[src/rtl/uart_rx_ctrl_pkg.sv]
// Shared constants, FSM state encoding and parity helper for the UART receive path.
// The UART_RX_MAJORITY_EN macro moves the sample decision from tick 7 to tick 8.
package uart_rx_ctrl_pkg;

    localparam int unsigned UART_DATA_WIDTH        = 8;
    localparam int unsigned UART_RX_FIFO_DEPTH     = 8;
    localparam int unsigned UART_RX_FIFO_PTR_WIDTH = 4;
    localparam int unsigned OVS                    = 16;

    localparam int unsigned TICK_W = $clog2(OVS);
    localparam int unsigned PTR_W  = UART_RX_FIFO_PTR_WIDTH;
    localparam int unsigned IDX_W  = UART_RX_FIFO_PTR_WIDTH - 1;

    localparam logic [TICK_W-1:0] TICK_ONE = TICK_W'(1);
    localparam logic [PTR_W-1:0]  PTR_ONE  = PTR_W'(1);

`ifdef UART_RX_MAJORITY_EN
    localparam logic [TICK_W-1:0] SAMPLE_TICK = TICK_W'(8);
`else
    localparam logic [TICK_W-1:0] SAMPLE_TICK = TICK_W'(7);
`endif

    typedef enum logic [2:0] {
        StIdle   = 3'd0,
        StStart  = 3'd1,
        StData   = 3'd2,
        StParity = 3'd3,
        StStop   = 3'd4
    } rx_state_e;

    // even = 1 -> bit that makes the total count of ones even
    function automatic logic expected_parity(input logic [UART_DATA_WIDTH-1:0] data,
                                             input logic even);
        return even ? ^data : ~^data;
    endfunction

endpackage

[src/rtl/uart_rx_ctrl_sync.sv]
// Two-flop synchroniser for the serial input, plus a 3-tap majority vote when
// UART_RX_MAJORITY_EN is defined.
module uart_rx_ctrl_sync
    import uart_rx_ctrl_pkg::*;
(
    input  logic              clk,
    input  logic              rst,
    input  logic              rx_async,
    input  logic              tick,
    input  logic [TICK_W-1:0] tick_idx,
    output logic              rx_s,
    output logic              sample
);

    logic [1:0] sync_q;

    always_ff @(posedge clk) begin
        if (rst) begin
            sync_q <= 2'b11;
        end else begin
            sync_q <= {sync_q[0], rx_async};
        end
    end

    assign rx_s = sync_q[1];

`ifdef UART_RX_MAJORITY_EN
    localparam logic [TICK_W-1:0] VoteTickA = SAMPLE_TICK - TICK_W'(2);
    localparam logic [TICK_W-1:0] VoteTickB = SAMPLE_TICK - TICK_W'(1);

    logic vote_a_q, vote_b_q;

    always_ff @(posedge clk) begin
        if (rst) begin
            vote_a_q <= 1'b1;
            vote_b_q <= 1'b1;
        end else if (tick) begin
            if (tick_idx == VoteTickA) vote_a_q <= rx_s;
            if (tick_idx == VoteTickB) vote_b_q <= rx_s;
        end
    end

    // Third vote is the live value at the decision tick
    assign sample = (vote_a_q & vote_b_q) | (vote_a_q & rx_s) | (vote_b_q & rx_s);
`else
    logic unused_tick;
    assign unused_tick = ^{tick, tick_idx};
    assign sample      = rx_s;
`endif

endmodule

[src/rtl/uart_rx_ctrl.sv]
// UART receive controller: frame FSM, 8-entry receive FIFO and sticky error flags.
// Define UART_RX_MAJORITY_EN for 3-tap majority sampling (ticks 6/7/8).
module uart_rx_ctrl
    import uart_rx_ctrl_pkg::*;
(
    input  logic       ACLK,
    input  logic       ARESET,
    input  logic       rx_sample_pulse,
    input  logic       UART_RX,
    input  logic       data_bits,
    input  logic       parity_en,
    input  logic       parity_odd0_even1,
    input  logic       rx_data_rd,
    input  logic       err_clr,
    output logic [7:0] rx_data,
    output logic       rx_data_valid,
    output logic       rx_full,
    output logic       parity_err,
    output logic       frame_err,
    output logic       overrun_err
);

    rx_state_e                  state_q, state_d;
    logic [TICK_W-1:0]          tick_cnt_q, tick_cnt_d, tick_idx;
    logic [2:0]                 bit_cnt_q, bit_cnt_d;
    logic [UART_DATA_WIDTH-1:0] shift_q, shift_d, data_byte;
    logic                       rx_s, bit_sample, decide;
    logic                       par_set, frm_set, ovr_set, push_req;

    logic [UART_DATA_WIDTH-1:0] fifo_mem_q [UART_RX_FIFO_DEPTH];
    logic [PTR_W-1:0]           wr_ptr_q, rd_ptr_q;
    logic                       fifo_empty, fifo_full, push, pop;
    logic                       parity_err_q, frame_err_q, overrun_err_q;

    uart_rx_ctrl_sync u_sync (
        .clk      (ACLK),
        .rst      (ARESET),
        .rx_async (UART_RX),
        .tick     (rx_sample_pulse),
        .tick_idx (tick_idx),
        .rx_s     (rx_s),
        .sample   (bit_sample)
    );

    // tick_cnt holds the index of the last tick; bit periods stay aligned to the start edge
    assign tick_idx  = tick_cnt_q + TICK_ONE;
    assign decide    = rx_sample_pulse && (tick_idx == SAMPLE_TICK);
    assign data_byte = {shift_q[7] & data_bits, shift_q[6:0]};

    always_comb begin
        state_d    = state_q;
        tick_cnt_d = tick_cnt_q;
        bit_cnt_d  = bit_cnt_q;
        shift_d    = shift_q;
        par_set    = 1'b0;
        frm_set    = 1'b0;
        push_req   = 1'b0;

        if (rx_sample_pulse) tick_cnt_d = tick_idx;

        unique case (state_q)
            StIdle: begin
                if (rx_sample_pulse && !rx_s) begin
                    state_d    = StStart;
                    tick_cnt_d = '0;
                    bit_cnt_d  = '0;
                    shift_d    = '0;
                end
            end
            StStart: begin
                if (decide) begin
                    state_d   = bit_sample ? StIdle : StData;
                    bit_cnt_d = '0;
                end
            end
            StData: begin
                if (decide) begin
                    shift_d[bit_cnt_q] = bit_sample;
                    if (bit_cnt_q == {2'b11, data_bits}) begin
                        state_d = parity_en ? StParity : StStop;
                    end else begin
                        bit_cnt_d = bit_cnt_q + 3'd1;
                    end
                end
            end
            StParity: begin
                if (decide) begin
                    par_set = bit_sample != expected_parity(data_byte, parity_odd0_even1);
                    state_d = StStop;
                end
            end
            StStop: begin
                if (decide) begin
                    frm_set  = !bit_sample;
                    push_req = 1'b1;
                    state_d  = StIdle;
                end
            end
            default: state_d = StIdle;
        endcase
    end

    always_ff @(posedge ACLK) begin
        if (ARESET) begin
            state_q    <= StIdle;
            tick_cnt_q <= '0;
            bit_cnt_q  <= '0;
            shift_q    <= '0;
        end else begin
            state_q    <= state_d;
            tick_cnt_q <= tick_cnt_d;
            bit_cnt_q  <= bit_cnt_d;
            shift_q    <= shift_d;
        end
    end

    // Receive FIFO; a pop in the same cycle frees the slot a full-FIFO push needs
    assign fifo_empty = wr_ptr_q == rd_ptr_q;
    assign fifo_full  = (wr_ptr_q[IDX_W-1:0] == rd_ptr_q[IDX_W-1:0]) &&
                        (wr_ptr_q[PTR_W-1] != rd_ptr_q[PTR_W-1]);
    assign pop        = rx_data_rd && !fifo_empty;
    assign push       = push_req && (!fifo_full || pop);
    assign ovr_set    = push_req && fifo_full && !pop;

    always_ff @(posedge ACLK) begin
        if (ARESET) begin
            wr_ptr_q <= '0;
            rd_ptr_q <= '0;
        end else begin
            if (push) wr_ptr_q <= wr_ptr_q + PTR_ONE;
            if (pop)  rd_ptr_q <= rd_ptr_q + PTR_ONE;
        end
    end

    always_ff @(posedge ACLK) begin
        if (push) fifo_mem_q[wr_ptr_q[IDX_W-1:0]] <= data_byte;
    end

    always_ff @(posedge ACLK) begin
        if (ARESET) begin
            parity_err_q  <= 1'b0;
            frame_err_q   <= 1'b0;
            overrun_err_q <= 1'b0;
        end else begin
            parity_err_q  <= par_set | (parity_err_q & ~err_clr);
            frame_err_q   <= frm_set | (frame_err_q & ~err_clr);
            overrun_err_q <= ovr_set | (overrun_err_q & ~err_clr);
        end
    end

    assign rx_data       = fifo_empty ? '0 : fifo_mem_q[rd_ptr_q[IDX_W-1:0]];
    assign rx_data_valid = !fifo_empty;
    assign rx_full       = fifo_full;
    assign parity_err    = parity_err_q;
    assign frame_err     = frame_err_q;
    assign overrun_err   = overrun_err_q;

endmodule

[config.mk]
export PLATFORM = sky130hd
export DESIGN_NAME = uart_rx_ctrl
export DESIGN_NICKNAME = d
export VERILOG_FILES = /design/src/rtl/uart_rx_ctrl_pkg.sv /design/src/rtl/uart_rx_ctrl_sync.sv /design/src/rtl/uart_rx_ctrl.sv
export SDC_FILE = /design/constraint.sdc
export NUM_CORES = 1
export LEC_CHECK = 0
export ABC_AREA = 1
export CAP_MARGIN = 15
export CORE_MARGIN = 2
export CORE_UTILIZATION = 50
export CTS_CLUSTER_DIAMETER = 50
export DETAILED_ROUTE_END_ITERATION = 8
export PLACE_DENSITY_LB_ADDON = 0.08
export SETUP_SLACK_MARGIN = 0.1
export SYNTH_ARGS = -nofsm -noshare
export SYNTH_HDL_FRONTEND = slang
export SYNTH_SLANG_ARGS = --single-unit
[constraint.sdc]
create_clock -name ACLK -period 2.8 [get_ports ACLK]
set_clock_uncertainty 0.2 [all_clocks]
set_input_delay 0.28 -clock ACLK [delete_from_list [all_inputs] [get_ports ACLK]]
set_output_delay 0.28 -clock ACLK [all_outputs]
set_load 0.05 [all_outputs]
# Yosys cells after proc, flatten, opt, wreduce, memory -nomap -nowiden
# Memory sizes are Yosys's and may differ from the RTL's. A register that Yosys moved wholly into a read port is not among the register bits.
# Index checks and enable logic that the tools add are counted.
dict set report classes {
  mux 34
  bitwise_logic 8
  reduce_logical 21
  addsub 4
  eq_ne 17
  magnitude_cmp 2
}
# cell count
set op_table {}
lappend op_table {{2-to-1 mux 3 bit} 12}
lappend op_table {{2-to-1 mux 8 bit} 3}
lappend op_table {{case mux 8 bit (2 select lines)} 1}
lappend op_table {{case mux 3 bit (5 select lines)} 1}
lappend op_table {{!= test 2 bit, second input constant} 7}
lappend op_table {{adder 4 x 1 -> 4 bit, second input constant} 3}
lappend op_table {{2-to-1 mux 4 bit} 3}
lappend op_table {{2-to-1 mux 1 bit} 10}
lappend op_table {{case mux 3 bit (3 select lines)} 1}
lappend op_table {{bitwise mux 8 bit} 1}
lappend op_table {{logical AND 1 bit} 8}
lappend op_table {{XNOR reduction 8 bit} 1}
lappend op_table {{XOR reduction 8 bit} 1}
lappend op_table {{equality test 3 x 2 -> 1 bit, second input constant} 2}
lappend op_table {{equality test 3 bit} 2}
lappend op_table {{AND reduction 6 bit} 1}
lappend op_table {{AND reduction 5 bit} 1}
lappend op_table {{AND 1 bit} 4}
lappend op_table {{equality test 4 x 3 -> 1 bit, second input constant} 1}
lappend op_table {{equality test 4 bit} 1}
lappend op_table {{zero test 1 bit} 4}
lappend op_table {{< comparator 3 x 4 -> 1 bit, second input constant} 1}
lappend op_table {{adder 3 x 1 -> 3 bit, second input constant} 1}
lappend op_table {{demux 1 bit (select 3 bit)} 1}
lappend op_table {{12 further kinds} 15}
dict set report word_totals {
  output_inout_bits 13
  input_bits 9
  ramBits 64
  memories 1
  word_cells 97
  register_bits 31
}
# memory words word_bits read_ports rd_ports_with_merged_regs write_ports line_no
set mem_list {}
lappend mem_list {fifo_mem_q 8 8 1 1 1 uart_rx_ctrl.sv:30} ;# logic [UART_DATA_WIDTH-1:0] fifo_mem_q [UART_RX_FIFO_DEPTH];

# Longest topological paths before layout
# Gate-level depths: netlist (run 1).
dict set report logic_depth {
  ltp_word 8
  mapped_depth 12
  depth_no_buf 12
}

# Modules after synthesis
# From an unflattened synthesis (run 1), not the netlist that was laid out.
dict set report unflattened {
  hier_cells 483
  area_unflattened_um2 4465.5
}
# module n_inst seq_area_each_um2 area_each_um2 cells_each
set modules_own_cells {}
lappend modules_own_cells {uart_rx_ctrl 1 2562.5 4399.2 475}
lappend modules_own_cells {uart_rx_ctrl_sync 1 40.0 66.3 8}

# Least setup slack after synthesis (run 1)
# OpenSTA, ideal clock, no wires.
dict set report synth_path {
  kind {reg2reg}
  startpoint {register tick_cnt_q[0]}
  endpoint {memory fifo_mem_q[0][0], enable pin}
  arrival_ps 1805
  setup_ps 370
  path_stages_with_launch 11
  n_path_buf 0
  required_time_ps 2230
  setup_slack_ps 425
  period_less_slack_ps 2375
  path_cell_list {dfxtp_1 ha_1 inv_1 nand2_1 nand2_2 nor2_2 nand3_4 nor2_4 nand2_2 or2_4 nor2_1}
}
dict set report synth_between {
  elab_chain_len 8
}
# item line_no
set synth_rtl {}
lappend synth_rtl {{start: declaration} uart_rx_ctrl.sv:24} ;# logic [TICK_W-1:0] tick_cnt_q, tick_cnt_d, tick_idx;
lappend synth_rtl {{start signal: assignment} uart_rx_ctrl.sv:111} ;# tick_cnt_q <= tick_cnt_d;
lappend synth_rtl {{adder 4 x 1 -> 4 bit} uart_rx_ctrl.sv:46} ;# assign tick_idx = tick_cnt_q + TICK_ONE;
lappend synth_rtl {{equality test 4 x 3 -> 1 bit} uart_rx_ctrl.sv:47} ;# assign decide = rx_sample_pulse && (tick_idx == SAMPLE_TICK);
lappend synth_rtl {{logical AND 1 bit} uart_rx_ctrl.sv:47}
lappend synth_rtl {{2-to-1 mux 1 bit} uart_rx_ctrl.sv:93} ;# if (decide) begin
lappend synth_rtl {{2-to-1 mux 1 bit} uart_rx_ctrl.sv:61} ;# unique case (state_q)
lappend synth_rtl {{logical AND 1 bit} uart_rx_ctrl.sv:122} ;# assign push = push_req && (!fifo_full || pop);
lappend synth_rtl {{2-to-1 mux 1 bit} uart_rx_ctrl.sv:136} ;# if (push) fifo_mem_q[wr_ptr_q[IDX_W-1:0]] <= data_byte;
lappend synth_rtl {{2-to-1 mux 1 bit (implied by the code)} uart_rx_ctrl.sv:136}
lappend synth_rtl {{end: declaration} uart_rx_ctrl.sv:30}
# Every way passes these cells.

==> run summary, run 1 <==
The worst path meets setup with 0.264 ns of slack. The initial utilization of the core area, before any placement, comes to 0.509. The height of the die came out at 97.7 microns. The number of buffers created by CTS came out at 9. The final max-slew violation count came out at 0.

The detailed router's first-iteration violation count came out at 170. The worst-case IR drop observed on VDD is 0.000455 V. The part of the total power dissipated in the clock network is 0.297. Counting flops and latches in the post-synthesis netlist gives 98. Summed over all failing endpoints, the final setup total negative slack is 0 ns.

The count of inserted antenna diode cells is 0. The number of placement rows came out at 34. Entering global routing, the biggest net connects 33 pins.

Buffers placed on the I/O ports in this run total 21. The global-route wire length before repair came out at 15.6 mm. The net switching power is 0.876 mW. The run finished with clean final reports. Setup repair after global routing left no endpoint under its margin. The buffer depth of the longest clock path is 2. The post-synthesis cell area came out at 4390 sq um. The number of antenna violations at the first check in global routing was 0. The Yosys step of the flow raised 0 warnings. The most used flip-flop cell after synthesis is sky130_fd_sc_hd__edfxtp_1. The number of enable flip-flop cells after synthesis is 64. The power density over cell area came out at 596 nW/um^2. The category of the critical setup timing path is register to output port.

In the final routed layout, each cell accounts on average for 15.6 microns. STA classifies the critical path endpoint as an output port. The per-cell via count in the routed design came out at 5.35.

The number of search-and-repair iterations in the first detailed-routing pass is 5. The aggregate global routing overflow came out at 0. The transition at the pin with the smallest max-transition slack came out at 0.541 ns. The reported max-cap violation count is 0. The sequential share of power is 0.543. The mean post-synth cell area is 9.28 sq um. Setup violations remaining at the end of the flow were counted as 0. The TritonCTS clock tree is yes. The clock latency on the worst-skew pair is 0.36 ns.

The share of final-layout standard cells stronger than drive strength 1 came out at 0.100. After clock tree synthesis, the flow added hold-fix buffers numbering 0. The worst hold path depth is 1. The clock period minus worst slack came out at 2.54 ns. The detailed router placed 3304 vias in this run. The element type at the critical path start is a register. The placement-stage worst setup slack is 0.174 ns.

The number of top-level design ports came out at 22. The depth of the worst register-to-register path is 12. The data required time of the worst path is 2.32 ns. The arrival time at the worst endpoint is 2.06 ns.

The clock tree root driver cell is sky130_fd_sc_hd__clkbuf_8. The worst relative slew slack is 0.639. The total nets after synthesis came out at 487. The cell count after synthesis came out at 473. The cell leakage power is 1.95 nW. Clock-pin slew was measured on the worst setup and hold paths at 0.10 ns. The peak fanout along the critical path came out at 22. The core region is 8640 sq um. Of all flip-flops after synthesis, the portion carrying an async set or reset was 0. The H-tree was split into 3 levels. The number of remaining DRC errors came out at 0.

The post-cts resize count came out at 0. The total setup buffers inserted after CTS came out at 0. The number of nets with antenna violations after routing came out at 0. The floorplan die area came out at 9550 sq um. The register area share after synthesis came out at 0.593. The placed wire-length estimate is 6.82 mm.

For this run, the post-layout net count is 518. The number of failing hold endpoints at the final stage came out at 0. Internal power comes to 2.08 mW. The layout overhead on the synthesized area came out at 12.9%.

The aggregate routed wire length is 9.61 mm. The global router's overall resource usage is 0.208. Derived from the worst setup path, the maximum achievable clock frequency is 0.394 GHz.

The number of sinks handled by clock tree synthesis came out at 98. The via count of the first global-routing pass is 3133. The number of different library cells in the post-synthesis netlist came out at 30.

The power share of the combinational group is 0.160. The share of total power consumed by net switching came out at 0.297. The post-route clock period utilization is 0.906. The die extent in x came out at 97.7 microns. The final RePlAce weighted congestion is 0.852. The worst min-delay path category is register to register.
-- Yosys cell counts (3+ instances only) --
library cell / n / area share
sky130_fd_sc_hd__nand3_1: 28 / 0.032
sky130_fd_sc_hd__dfxtp_1: 34 / 0.15
sky130_fd_sc_hd__xnor2_1: 8 / 0.016
sky130_fd_sc_hd__nand2_1: 74 / 0.063
sky130_fd_sc_hd__ha_1: 5 / 0.014
sky130_fd_sc_hd__xor2_1: 5 / 0.010
sky130_fd_sc_hd__o21ai_0: 29 / 0.033
sky130_fd_sc_hd__a211oi_1: 3 / 0.0051
sky130_fd_sc_hd__clkbuf_1: 11 / 0.0094
sky130_fd_sc_hd__nor2_1: 110 / 0.094
sky130_fd_sc_hd__inv_1: 40 / 0.034
sky130_fd_sc_hd__a21oi_1: 24 / 0.027
sky130_fd_sc_hd__edfxtp_1: 64 / 0.44
sky130_fd_sc_hd__nand2_2: 3 / 0.0043
sky130_fd_sc_hd__o32ai_1: 16 / 0.032
-- per-stage QoR --
stage | hold slack [ns] | total power [mW] | area, sq um | util | cells
2_1_floorplan | 0.149 | 1.98 | 4390 | - | 473
3_3_place_gp | 0.193 | 2.09 | 4750 | 0.550 | 601
3_5_place_dp | 0.194 | 2.10 | 4750 | 0.550 | 601
4_1_cts | 0.218 | 2.95 | 4950 | 0.573 | 617
5_1_grt | 0.243 | 3.10 | 4960 | 0.574 | 617
6_report | 0.218 | 2.95 | 4960 | 0.574 | 617
-- cells in the final DEF (no fill, tap or decap), types with 11 or more instances in the layout --
cell type                           n
sky130_fd_sc_hd__a21oi_1           24
sky130_fd_sc_hd__buf_4             21
sky130_fd_sc_hd__clkdlybuf4s50_1   11
sky130_fd_sc_hd__dfxtp_1           33
sky130_fd_sc_hd__edfxtp_1          64
sky130_fd_sc_hd__inv_1             39
sky130_fd_sc_hd__nand2_1           74
sky130_fd_sc_hd__nand3_1           28
sky130_fd_sc_hd__nor2_1           110
sky130_fd_sc_hd__o21ai_0           29
sky130_fd_sc_hd__o32ai_1           16
-- worst paths after layout --
kind,startpoint,end,slack (ns)
worst max-delay path,register,rx_data[3],0.26
worst min-delay path,u_sync.sync_q[0]$_SDFF_PP1_,u_sync.sync_q[1]$_SDFF_PP1_,0.22
worst max register to register,tick_cnt_q[0]$_SDFF_PP0_,fifo_mem_q[3][1]$_DFFE_PP_,0.42
worst min register to register,u_sync.sync_q[0]$_SDFF_PP1_,u_sync.sync_q[1]$_SDFF_PP1_,0.22
-- state kept, by name, summed over array words and instances (netlist names), named ones only --
register and count:
fifo_mem_q 64, shift_q 8, parity_err 1, frame_err 1, u_sync.sync_q 2, bit_cnt_q 3
rd_ptr_q 4, wr_ptr_q 4, overrun_err 1, tick_cnt_q 4, state_q 3
-- metal layers --
metal	wire length, microns	vias to the layer above	track usage
li1	-	1661	-
met1	4250	1570	0.265
met2	4950	61	0.376
met3	282	12	0.0259
met4	123	0	0.0577
met5	0	-	0
-- cell families (layout without fill, tap and decap cells) --
logic type | count (synthesis) | count (layout) | synth area share
adder cells (fa/ha/maj) | 5 | 5 | 0.0142
AND/OR/NAND/NOR | 226 | 226 | 0.214
flip-flops | 98 | 98 | 0.593
XOR/XNOR | 13 | 13 | 0.0259
AO/OA/AOI/OAI | 76 | 76 | 0.104
buffers and inverters | 55 | 91 | 0.0493
-- critical path, cell delays in order (launching register included) --
cell and delay (ns):
sky130_fd_sc_hd__dfxtp_1 0.40, sky130_fd_sc_hd__clkinvlp_4 0.34, sky130_fd_sc_hd__nor2_1 0.22, sky130_fd_sc_hd__o32ai_1 0.10, sky130_fd_sc_hd__o21ai_0 0.34, sky130_fd_sc_hd__nor2_1 0.10
sky130_fd_sc_hd__buf_4 0.21
-- power by group through the flow --
stage               logic [mW]  registers [mW]  clock network [mW]
finish                   0.474            1.60               0.877
detailed placement       0.468            1.63                   0
global route             0.536            1.61               0.955
floorplan                0.366            1.61                   0
CTS                      0.469            1.60               0.886
global placement         0.461            1.63                   0
-- cell type report --
cell class                      count  area, sq um
Timing Repair Buffer               34          293
Clock buffer                       10          138
Inverter                           41          158
Fill cell                         751         3680
Sequential cell                    98         2600
Tap cell                          108          135
Clock inverter                      6         57.6
Multi-Input combinational cell    320         1570
(Power assumes the default switching activity.)
==> run 2: changes to the inputs <==
--- a/config.mk
+++ b/config.mk
@@ -11,6 +11,7 @@
 export CORE_UTILIZATION = 50
 export CTS_CLUSTER_DIAMETER = 50
 export DETAILED_ROUTE_END_ITERATION = 8
+export GPL_ROUTABILITY_DRIVEN = 0
 export PLACE_DENSITY_LB_ADDON = 0.08
 export SETUP_SLACK_MARGIN = 0.1
 export SYNTH_ARGS = -nofsm -noshare
==> constraint.sdc (replaced) <==
create_clock -name ACLK -period 2.5 [get_ports ACLK]
set_clock_uncertainty 0.2 [all_clocks]
set_input_delay 0.25 -clock ACLK [delete_from_list [all_inputs] [get_ports ACLK]]
set_output_delay 0.25 -clock ACLK [all_outputs]
set_load 0.05 [all_outputs]
==> run 2 against run 1 <==
  * Count of clock-buffer cells in the layout is 1 lower
  * Sequential share of layout area is 0.74 points lower
  * Sequential power is 11% higher
  * Register-to-register slack worse by 0.18 ns
  * Final area is 1.7% higher
  * Setup slack worse by 0.085 ns
  * Critical path depth stayed put
  * Highest routed layer unchanged
==> run summary, run 2 (synthesis results as in run 1) <==
The layout filler cell count came to 787 (+4.8%). The number of hold buffers added after CTS is 0 (unchanged). The number of buffers created by CTS is 9 (unchanged). The number of nets with antenna violations after routing is 0 (unchanged). The maximum single-stage delay on the critical path is 0.39 ns (about the same). The achievable frequency came out at 0.431 GHz.

The critical path is of the register to output port type. The TritonCTS clock tree is yes. The worst relative slew slack came out at 0.656 (+0.0168). The power density over cell area is 651 nW/um^2 (+9.3%). The data required time of the worst path came to 2.05 ns (-0.27 ns). The peak fanout along the critical path came out at 32 (+45%).

The buffer depth of the longest clock path is 2 (unchanged). The part of the total power dissipated in the clock network came out at 0.283 (-0.014). The placed wire-length estimate is 6.54 mm (-4.0%). The routed design could run at a clock period as short as 2.32 ns.

The power share of the combinational group came out at 0.174 (+0.014). The placement-stage worst setup slack came to 0.0674 ns (-0.106 ns). The count of inserted antenna diode cells is 0 (unchanged).

The tree is rooted in a sky130_fd_sc_hd__clkbuf_8. The pin count of the biggest net entering global routing is 33 (unchanged). The number of failing hold endpoints at the final stage is 0 (unchanged). The number of antenna violations at the first check in global routing is 0 (unchanged). The number of vias in the routed layout came out at 3283 (-0.64%). The internal power summed over all cells came out at 2.31 mW (+11%). The area taken by flip-flops and latches is 2610 sq um (+0.24%). The reported max-cap violation count came to 0 (unchanged). The critical register-to-register path startpoint is tick_cnt_q[0]$_SDFF_PP0_. The number of nets at the end of the flow is 528 (+1.9%). The element type at the critical path start is a register.

The final sum of negative setup slack is 0 ns (unchanged). The global-route wire length before repair was 15.1 mm (-3.4%). By instance count, the cell type seen most on the critical path is sky130_fd_sc_hd__nor2_1. The aggregate global routing overflow was 0 (unchanged). The via count of the first global-routing pass is 3102 (-0.99%). The final critical-path setup slack came out at 0.179 ns (-0.0850 ns).

The die extent in x is 97.7 microns (unchanged). Leaving out fill and tap cells, the most frequent cells in the layout are 109 x sky130_fd_sc_hd__nor2_1, 74 x sky130_fd_sc_hd__nand2_1, 64 x sky130_fd_sc_hd__edfxtp_1, 39 x sky130_fd_sc_hd__inv_1, 30 x sky130_fd_sc_hd__buf_4. The sequential share of power is 0.543 (about the same). The starting utilization of the core area is 0.509 (unchanged).

The detailed router's first-iteration violation count came out at 205 (+21%). The number of levels the H-tree was split into came out at 3 (unchanged). The number of top-level design ports came out at 22 (unchanged). The global router's overall resource usage is 0.201 (-0.00737). The final max-slew violation count came out at 0 (unchanged). The number of placement rows is 34 (unchanged).

The cell leakage power is 1.96 nW (+0.52%). The maximum VDD drop came out at 0.000397 V (-13%). The clock slew at the register clock pins of the worst setup and hold paths came out at 0.10 ns (about the same). The height of the die came to 97.7 microns (unchanged).

The post-route clock period utilization is 0.928. The standard cell with the maximum stage delay on the critical path is sky130_fd_sc_hd__dfxtp_2. The number of sinks handled by clock tree synthesis is 98 (unchanged). The run finished with clean final reports. STA classifies the critical path endpoint as an output port. The core region area is 8640 sq um (unchanged). The final cell count without fillers is 627 (+1.6%). The number of failing setup endpoints in the final timing report is 0 (unchanged). The share of total power consumed by net switching was 0.296 (-0.000373). The arrival time at the worst endpoint was 1.87 ns (-0.19 ns). The aggregate routed wire length came out at 9.25 mm (-3.7%).

Setup repair after global routing could not meet its margin everywhere. The setup slack of the worst register-to-register path came to 0.24 ns (-0.18 ns). The area of the multi-input gates came out at 1580 sq um (+0.48%). The number of search-and-repair iterations in the first detailed-routing pass is 4 (-1). The worst hold path begins at u_sync.sync_q[0]$_SDFF_PP1_.

The library cell used most frequently in the layout, excluding fill and tap cells, is sky130_fd_sc_hd__nor2_1. The number of remaining DRC errors came out at 0 (unchanged). The layout overhead on the synthesized area is 14.8%.

Traced cell by cell, the critical path runs through buf_8 > nor2_1 > o32ai_1 > o21ai_1 > nor2_1 > buf_4. The transition at the pin with the smallest max-transition slack is 0.516 ns (-0.0251 ns). The average detailed-routed wire length per instance is 14.8 microns (-5.3%). The worst min-delay path category is register to register. The floorplan die area came out at 9550 sq um (unchanged). The number of flip-flops in the largest register came to 64 (unchanged). The count of placed standard cells including taps was 607 (+1.0%). The clock latency on the worst-skew pair is 0.35 ns (about the same).

The share of final-layout standard cells stronger than drive strength 1 is 0.129 (+0.0289). The count of buffers from port buffering is 21 (unchanged). The net switching power is 0.972 mW (+11%).

The per-cell via count in the routed design is 5.24 (-2.2%).
## run 2: metal layers
layer  vias up  track usage  part of all wire
met5         -            0                 0
met4         0       0.0545            0.0092
met3         8       0.0396             0.039
met2        77        0.344              0.49
met1      1527        0.263              0.46
li1       1671            -                 -
## run 2: through the flow
stage	util	power, mW	cell area [sq um]	hold WS [ns]
6_report	0.584	3.28	5040	0.217
5_1_grt	0.584	3.45	5040	0.249
4_1_cts	0.581	3.31	5020	0.221
3_5_place_dp	0.555	2.36	4790	0.197
3_3_place_gp	0.555	2.36	4790	0.195
2_1_floorplan	-	2.21	4390	0.119
## run 2: power by group through the flow
| stage | registers [mW] | clock network (mW) | logic (mW) |
|---|---|---|---|
| CTS | 1.78 | 0.962 | 0.562 |
| detailed placement | 1.82 | 0 | 0.546 |
| global placement | 1.82 | 0 | 0.539 |
| global route | 1.79 | 1.02 | 0.642 |
| finish | 1.78 | 0.929 | 0.570 |
| floorplan | 1.80 | 0 | 0.410 |
## run 2: what timing repair did
item,CTS,global route
resized for setup,6,8
endpoints found under the setup margin,9,73
pin swaps,0,1
setup buffers,3,1
## run 2: worst paths after layout
check	cells after the start	to
max reg2reg	12	fifo_mem_q[1][7]$_DFFE_PP_
max	6	rx_data[3]
min	1	u_sync.sync_q[1]$_SDFF_PP1_
min reg2reg	1	u_sync.sync_q[1]$_SDFF_PP1_
## run 2: critical path, delay by kind of cell (launching register included)
| kind | cells | cell delay [ns] |
|---|---|---|
| compound gates | 2 | 0.48 |
| buf+inv | 2 | 0.43 |
| flops | 1 | 0.39 |
| simple gates | 2 | 0.22 |
## run 2: cell type report
type | count | area share
inverters | 41 | 0.0313
clock inverters | 7 | 0.0107
well taps | 108 | 0.0268
flip-flops and latches | 98 | 0.518
clock buffers | 9 | 0.0246
repair buffers | 44 | 0.0752
multi-input cells | 320 | 0.314
==> run 3: changes to the inputs <==
==> constraint.sdc (replaced) <==
create_clock -name ACLK -period 2.95 [get_ports ACLK]
set_clock_uncertainty 0.2 [all_clocks]
set_input_delay 0.295 -clock ACLK [delete_from_list [all_inputs] [get_ports ACLK]]
set_output_delay 0.295 -clock ACLK [all_outputs]
set_load 0.05 [all_outputs]
==> run 3 against run 2 <==
  * Sequential power is 15% lower
  * Sequential cell count stayed put
  * Power is 16% lower
  * Critical path type unchanged
  * Largest power group unchanged
==> run summary, run 3 (synthesis results as in run 1) <==
The number of remaining DRC errors was 0 (unchanged). The cell leakage power is 1.92 nW (-2.2%). The transition at the pin with the smallest max-transition slack is 0.558 ns (+0.0420 ns). The total setup buffers inserted after CTS came to 0 (-3). The final cell count without fillers is 615 (-1.9%). The worst min-delay path category is register to register. The data required time of the worst path is 2.46 ns (+0.41 ns). The maximum single-stage delay on the critical path came out at 0.74 ns (+0.35 ns). The die extent in x came out at 97.7 microns (unchanged).

The buffer depth of the longest clock path is 2 (unchanged). The launch point of the worst path is wr_ptr_q[1]$_SDFFE_PP0P_. Among cell families on the critical path, the largest total delay comes from buffers and inverters.

The placed wire-length estimate is 6.84 mm (+4.6%). The share of final-layout standard cells stronger than drive strength 1 is 0.0927 (-0.0364). The launch instance of the worst min-delay path is u_sync.sync_q[0]$_SDFF_PP1_. The startpoint identified for the worst register-to-register timing path is tick_cnt_q[0]$_SDFF_PP0_. The number of flip-flops in the largest register is 64 (unchanged).

STA classifies the critical path startpoint as a register. The worst relative slew slack is 0.628 (-0.0276). The sum of buffers and inverters on the critical path came to 1 (-1). The clock latency on the worst-skew pair came out at 0.36 ns (about the same).

The achievable frequency is 0.376 GHz. The count of placed standard cells including taps came to 599 (-1.3%). The starting utilization of the core area came out at 0.509 (unchanged).

The number of buffers created by CTS came to 9 (unchanged). The most common library cell in the layout ignoring fill and taps is sky130_fd_sc_hd__nor2_1. The global-route wire length before repair is 15.7 mm (+3.9%).

The TritonCTS clock tree is yes. The reported max-cap violation count is 0 (unchanged). The area taken by flip-flops and latches was 2600 sq um (-0.24%). The power density over cell area came to 562 nW/um^2 (-14%). The placed cell area is 4740 sq um (-1.2%).

The final design instance area without fill came out at 4930 sq um (-2.2%). The maximum VDD drop came out at 0.000321 V (-19%). The core region area is 8640 sq um (unchanged). The floorplan die area is 9550 sq um (unchanged). The arrival time at the worst endpoint was 2.16 ns (+0.29 ns). The layout filler cell count came out at 782 (-0.64%). The clock slew at the register clock pins of the worst setup and hold paths is 0.10 ns (about the same).

STA classifies the critical path endpoint as an output port. The height of the die is 97.7 microns (unchanged). The number of levels the H-tree was split into came to 3 (unchanged).

In this run the clock root is driven by a sky130_fd_sc_hd__clkbuf_8. The aggregate global routing overflow came out at 0 (unchanged). Traced cell by cell, the critical path runs through xnor2_1 > nand2_1 > nor2_1 > nand2_2 > clkdlybuf4s50_1. The count of buffers from port buffering is 21 (unchanged).

The average detailed-routed wire length per instance came to 15.5 microns (+4.8%). The post-route clock period utilization is 0.902. The number of vias in the routed layout came out at 3242 (-1.2%). The number of top-level design ports is 22 (unchanged). The number of nets with antenna violations after routing came out at 0 (unchanged). The per-cell via count in the routed design came to 5.27 (+0.68%). The library cells used most frequently in the layout, excluding fill and tap cells, are 110 x sky130_fd_sc_hd__nor2_1, 74 x sky130_fd_sc_hd__nand2_1, 64 x sky130_fd_sc_hd__edfxtp_1, 40 x sky130_fd_sc_hd__inv_1, 33 x sky130_fd_sc_hd__dfxtp_1.

The number of placement rows came out at 34 (unchanged). On the critical path, the stage with the largest delay is an instance of sky130_fd_sc_hd__clkdlybuf4s50_1. The number of failing setup endpoints in the final timing report came out at 0 (unchanged). The category of the critical setup timing path is register to output port. The peak fanout along the critical path came out at 10 (-69%). The global router's overall resource usage is 0.210 (+0.00865).

Setup repair after global routing left no endpoint under its margin. The run finished with clean final reports. The via count of the first global-routing pass came out at 3103 (+0.032%). The pin count of the biggest net entering global routing came out at 33 (unchanged). The clock period minus worst slack is 2.66 ns.

The number of sinks handled by clock tree synthesis is 98 (unchanged). The number of antenna violations at the first check in global routing is 0 (unchanged). The detailed router's first-iteration violation count is 234 (+14%). The area of the multi-input gates was 1570 sq um (-0.48%).

The final max-slew violation count was 0 (unchanged). The number of nets at the end of the flow came out at 516 (-2.3%). The number of search-and-repair iterations in the first detailed-routing pass is 5 (+1). The layout overhead on the synthesized area came out at 12.3%. The aggregate routed wire length is 9.51 mm (+2.8%). The number of failing hold endpoints at the final stage came out at 0 (unchanged).

The count of inserted antenna diode cells is 0 (unchanged). The final sum of negative setup slack is 0 ns (unchanged).
[run 3: metrics by stage]
| step | hold slack [ns] | util | total power [mW] | worst slack, ns |
|---|---|---|---|---|
| after global placement | 0.193 | 0.549 | 1.98 | 0.359 |
| final | 0.218 | 0.571 | 2.77 | 0.290 |
| after CTS | 0.219 | 0.571 | 2.80 | 0.178 |
| after global routing | 0.254 | 0.571 | 2.92 | 0.147 |
| after floorplan | 0.164 | - | 1.88 | 0.575 |
| after detailed placement | 0.194 | 0.549 | 1.99 | 0.315 |
[run 3: layout make-up]
class / instances / area share
clock buffer: 9 / 0.0251
tap: 108 / 0.0274
timing repair buffer: 32 / 0.0558
inverter: 41 / 0.0312
clock inverter: 7 / 0.0134
multi-input combinational: 320 / 0.319
sequential: 98 / 0.528
[run 3: path summary, 6_finish.rpt]
path                                               endpoint  slack [ns]  depth (start not counted)
worst max-delay path                          rx_data_valid        0.29                          5
worst min-delay path            u_sync.sync_q[1]$_SDFF_PP1_        0.22                          1
worst max register to register   fifo_mem_q[1][7]$_DFFE_PP_        0.57                         12
worst min register to register  u_sync.sync_q[1]$_SDFF_PP1_        0.22                          1
[run 3: layer usage]
metal | vias up | track usage | wire length (microns)
li1 | 1654 | - | -
met3 | 10 | 0.0353 | 302
met2 | 51 | 0.362 | 4810
met4 | 0 | 0.0534 | 102
met1 | 1527 | 0.277 | 4290
met5 | - | 0 | 0
[run 3: repair_timing]
item	CTS	global route
gates resized for setup	0	2
endpoints found under the setup margin	0	9
hold buffers	0	0
[run 3: power breakdown]
group	internal (mW)	total (mW)	switching (mW)
Combinational	0.148	0.439	0.291
Sequential	1.47	1.52	0.0480
Clock	0.323	0.812	0.489
==> patch, RTL diff (settings of run 2) <==
Set the package constant `OVS` to 32 (it was 16).
--- a/src/rtl/uart_rx_ctrl_pkg.sv
+++ b/src/rtl/uart_rx_ctrl_pkg.sv
@@ -6,5 +6,5 @@
     localparam int unsigned UART_RX_FIFO_DEPTH     = 8;
     localparam int unsigned UART_RX_FIFO_PTR_WIDTH = 4;
-    localparam int unsigned OVS                    = 16;
+    localparam int unsigned OVS                    = 32;
 
     localparam int unsigned TICK_W = $clog2(OVS);
Behaviour: same outputs for any inputs over 10 cycles, from zero or initial values and one cycle with ARESET high; that may be too few to reach the edited logic, so the function may still have changed.
==> patch against run 2 <==
Synthesized area is 5.1% higher; synthesized cell count is 1.3% higher; fmax is 0.11% lower; utilization is 1.8 points higher; total power is 14% higher; worst setup slack worse by 2.5 ps; worst hold slack better by 6.3 ps; via count is 6.9% higher; count of clock-buffer cells in the layout stayed put; largest power group unchanged; clock power is 7.3% higher; critical path type unchanged; sequential cell count is 1 higher; wire length is 13% higher; design area is 8.7% higher.
==> patch: results (changes against run 2) <==
metal3 WL=540 microns (was 362 microns); WL met2=5080 microns (was 4570 microns); wl on met1=4700 microns (was 4230 microns); leak pwr=1.95 nW (was 1.96 nW); post-synthesis xor/xnor area fraction=2.28% (was 2.59%); Max VDD drop=0.000380 V (was 0.000397 V); synth top area cells=edfxtp_1, dfxtp_1, nor2_1 (unchanged); Synth top cells by count=nor2_1, edfxtp_1, nand2_1 (was nor2_1, nand2_1, edfxtp_1); DR top layer=met4 (unchanged); clk root buf=clkbuf_8 (unchanged); Post-DP HPWL=7260 microns (was 6540 microns); Rel. slew slack=59.1% (was 65.6%); Worst Setup EP=rx_data[4] (was rx_data[3]); CP top delay family=buffers and inverters (was compound AO/OA/AOI/OAI gates); Crit path largest cell delay=370 ps (was 390 ps); Global Route Usage Sum=21.4% (was 20.1%); # Post-CTS Setup Buffers=0 (was 3); clk_lat worst skew=370 ps (was 350 ps); internal reg-to-reg setup slack=270 ps (was 240 ps); met2 usage=35.1% (was 34.4%); syn_nets=493 (was 487); R2R cell count=12 (unchanged); worst-path fanout max=17 (was 32); global-route wire length before repair=16,300 microns (was 15,100 microns); drt initial violations=199 (was 205); post-DR wirelength/cell=16.4 microns (was 14.8 microns); met1 GRT Util=28.8% (was 26.3%); Final nets=536 (was 528); status=finished clean (unchanged); Max Clk Rate=0.430 GHz (was 0.431 GHz); post-synthesis compound-gate area fraction=11.2% (was 10.4%); DP Area=0.00510 sq mm (was 0.00479 sq mm); largest net degree at the start of global routing=34 (was 33); slowest cell on the critical path=dfxtp_4 (was dfxtp_2); Avg Vias per Cell=5.50 (was 5.24); layout cells sized above 1=22.6% (was 12.9%); Adder-Cell Fraction of Synth Area=1.36% (was 1.42%); iteration count of the initial detailed-routing pass=5 (was 4); dpl ws=195 ps (was 67.4 ps); met3 Resource Use GR=4.87% (was 3.96%); reg2reg end=fifo_mem_q[7][1]$_DFFE_PP_ (was fifo_mem_q[1][7]$_DFFE_PP_); vias in the first global route=3,222 (was 3,102); Seq/Total Area, Yosys=56.8% (was 59.3%)
[patch: area by class of cell]
| class | count | area, sq um |
|---|---|---|
| fill | 803 | 3630 |
| timing repair buffer | 51 | 490 |
| multi-input combinational | 321 | 1870 |
| tap | 111 | 139 |
| clock buffer | 9 | 124 |
| clock inverter | 7 | 67.6 |
| inverter | 40 | 156 |
| sequential | 99 | 2630 |
[patch: power by group]
group / switching [mW] / leakage [nW] / total (mW) / internal, mW
logic: 0.595 / 1.01 / 0.931 / 0.337
registers: 0.0600 / 0.841 / 1.82 / 1.76
clock network: 0.609 / 0.0993 / 0.997 / 0.388
total: 1.26 / 1.95 / 3.75 / 2.48
[patch: per-stage QoR]
step | hold WS (ps) | cells
after global routing | 250 | 638
after CTS | 222 | 634
after detailed placement | 199 | 618
after global placement | 197 | 618
after floorplan | 154 | 479
final | 223 | 638
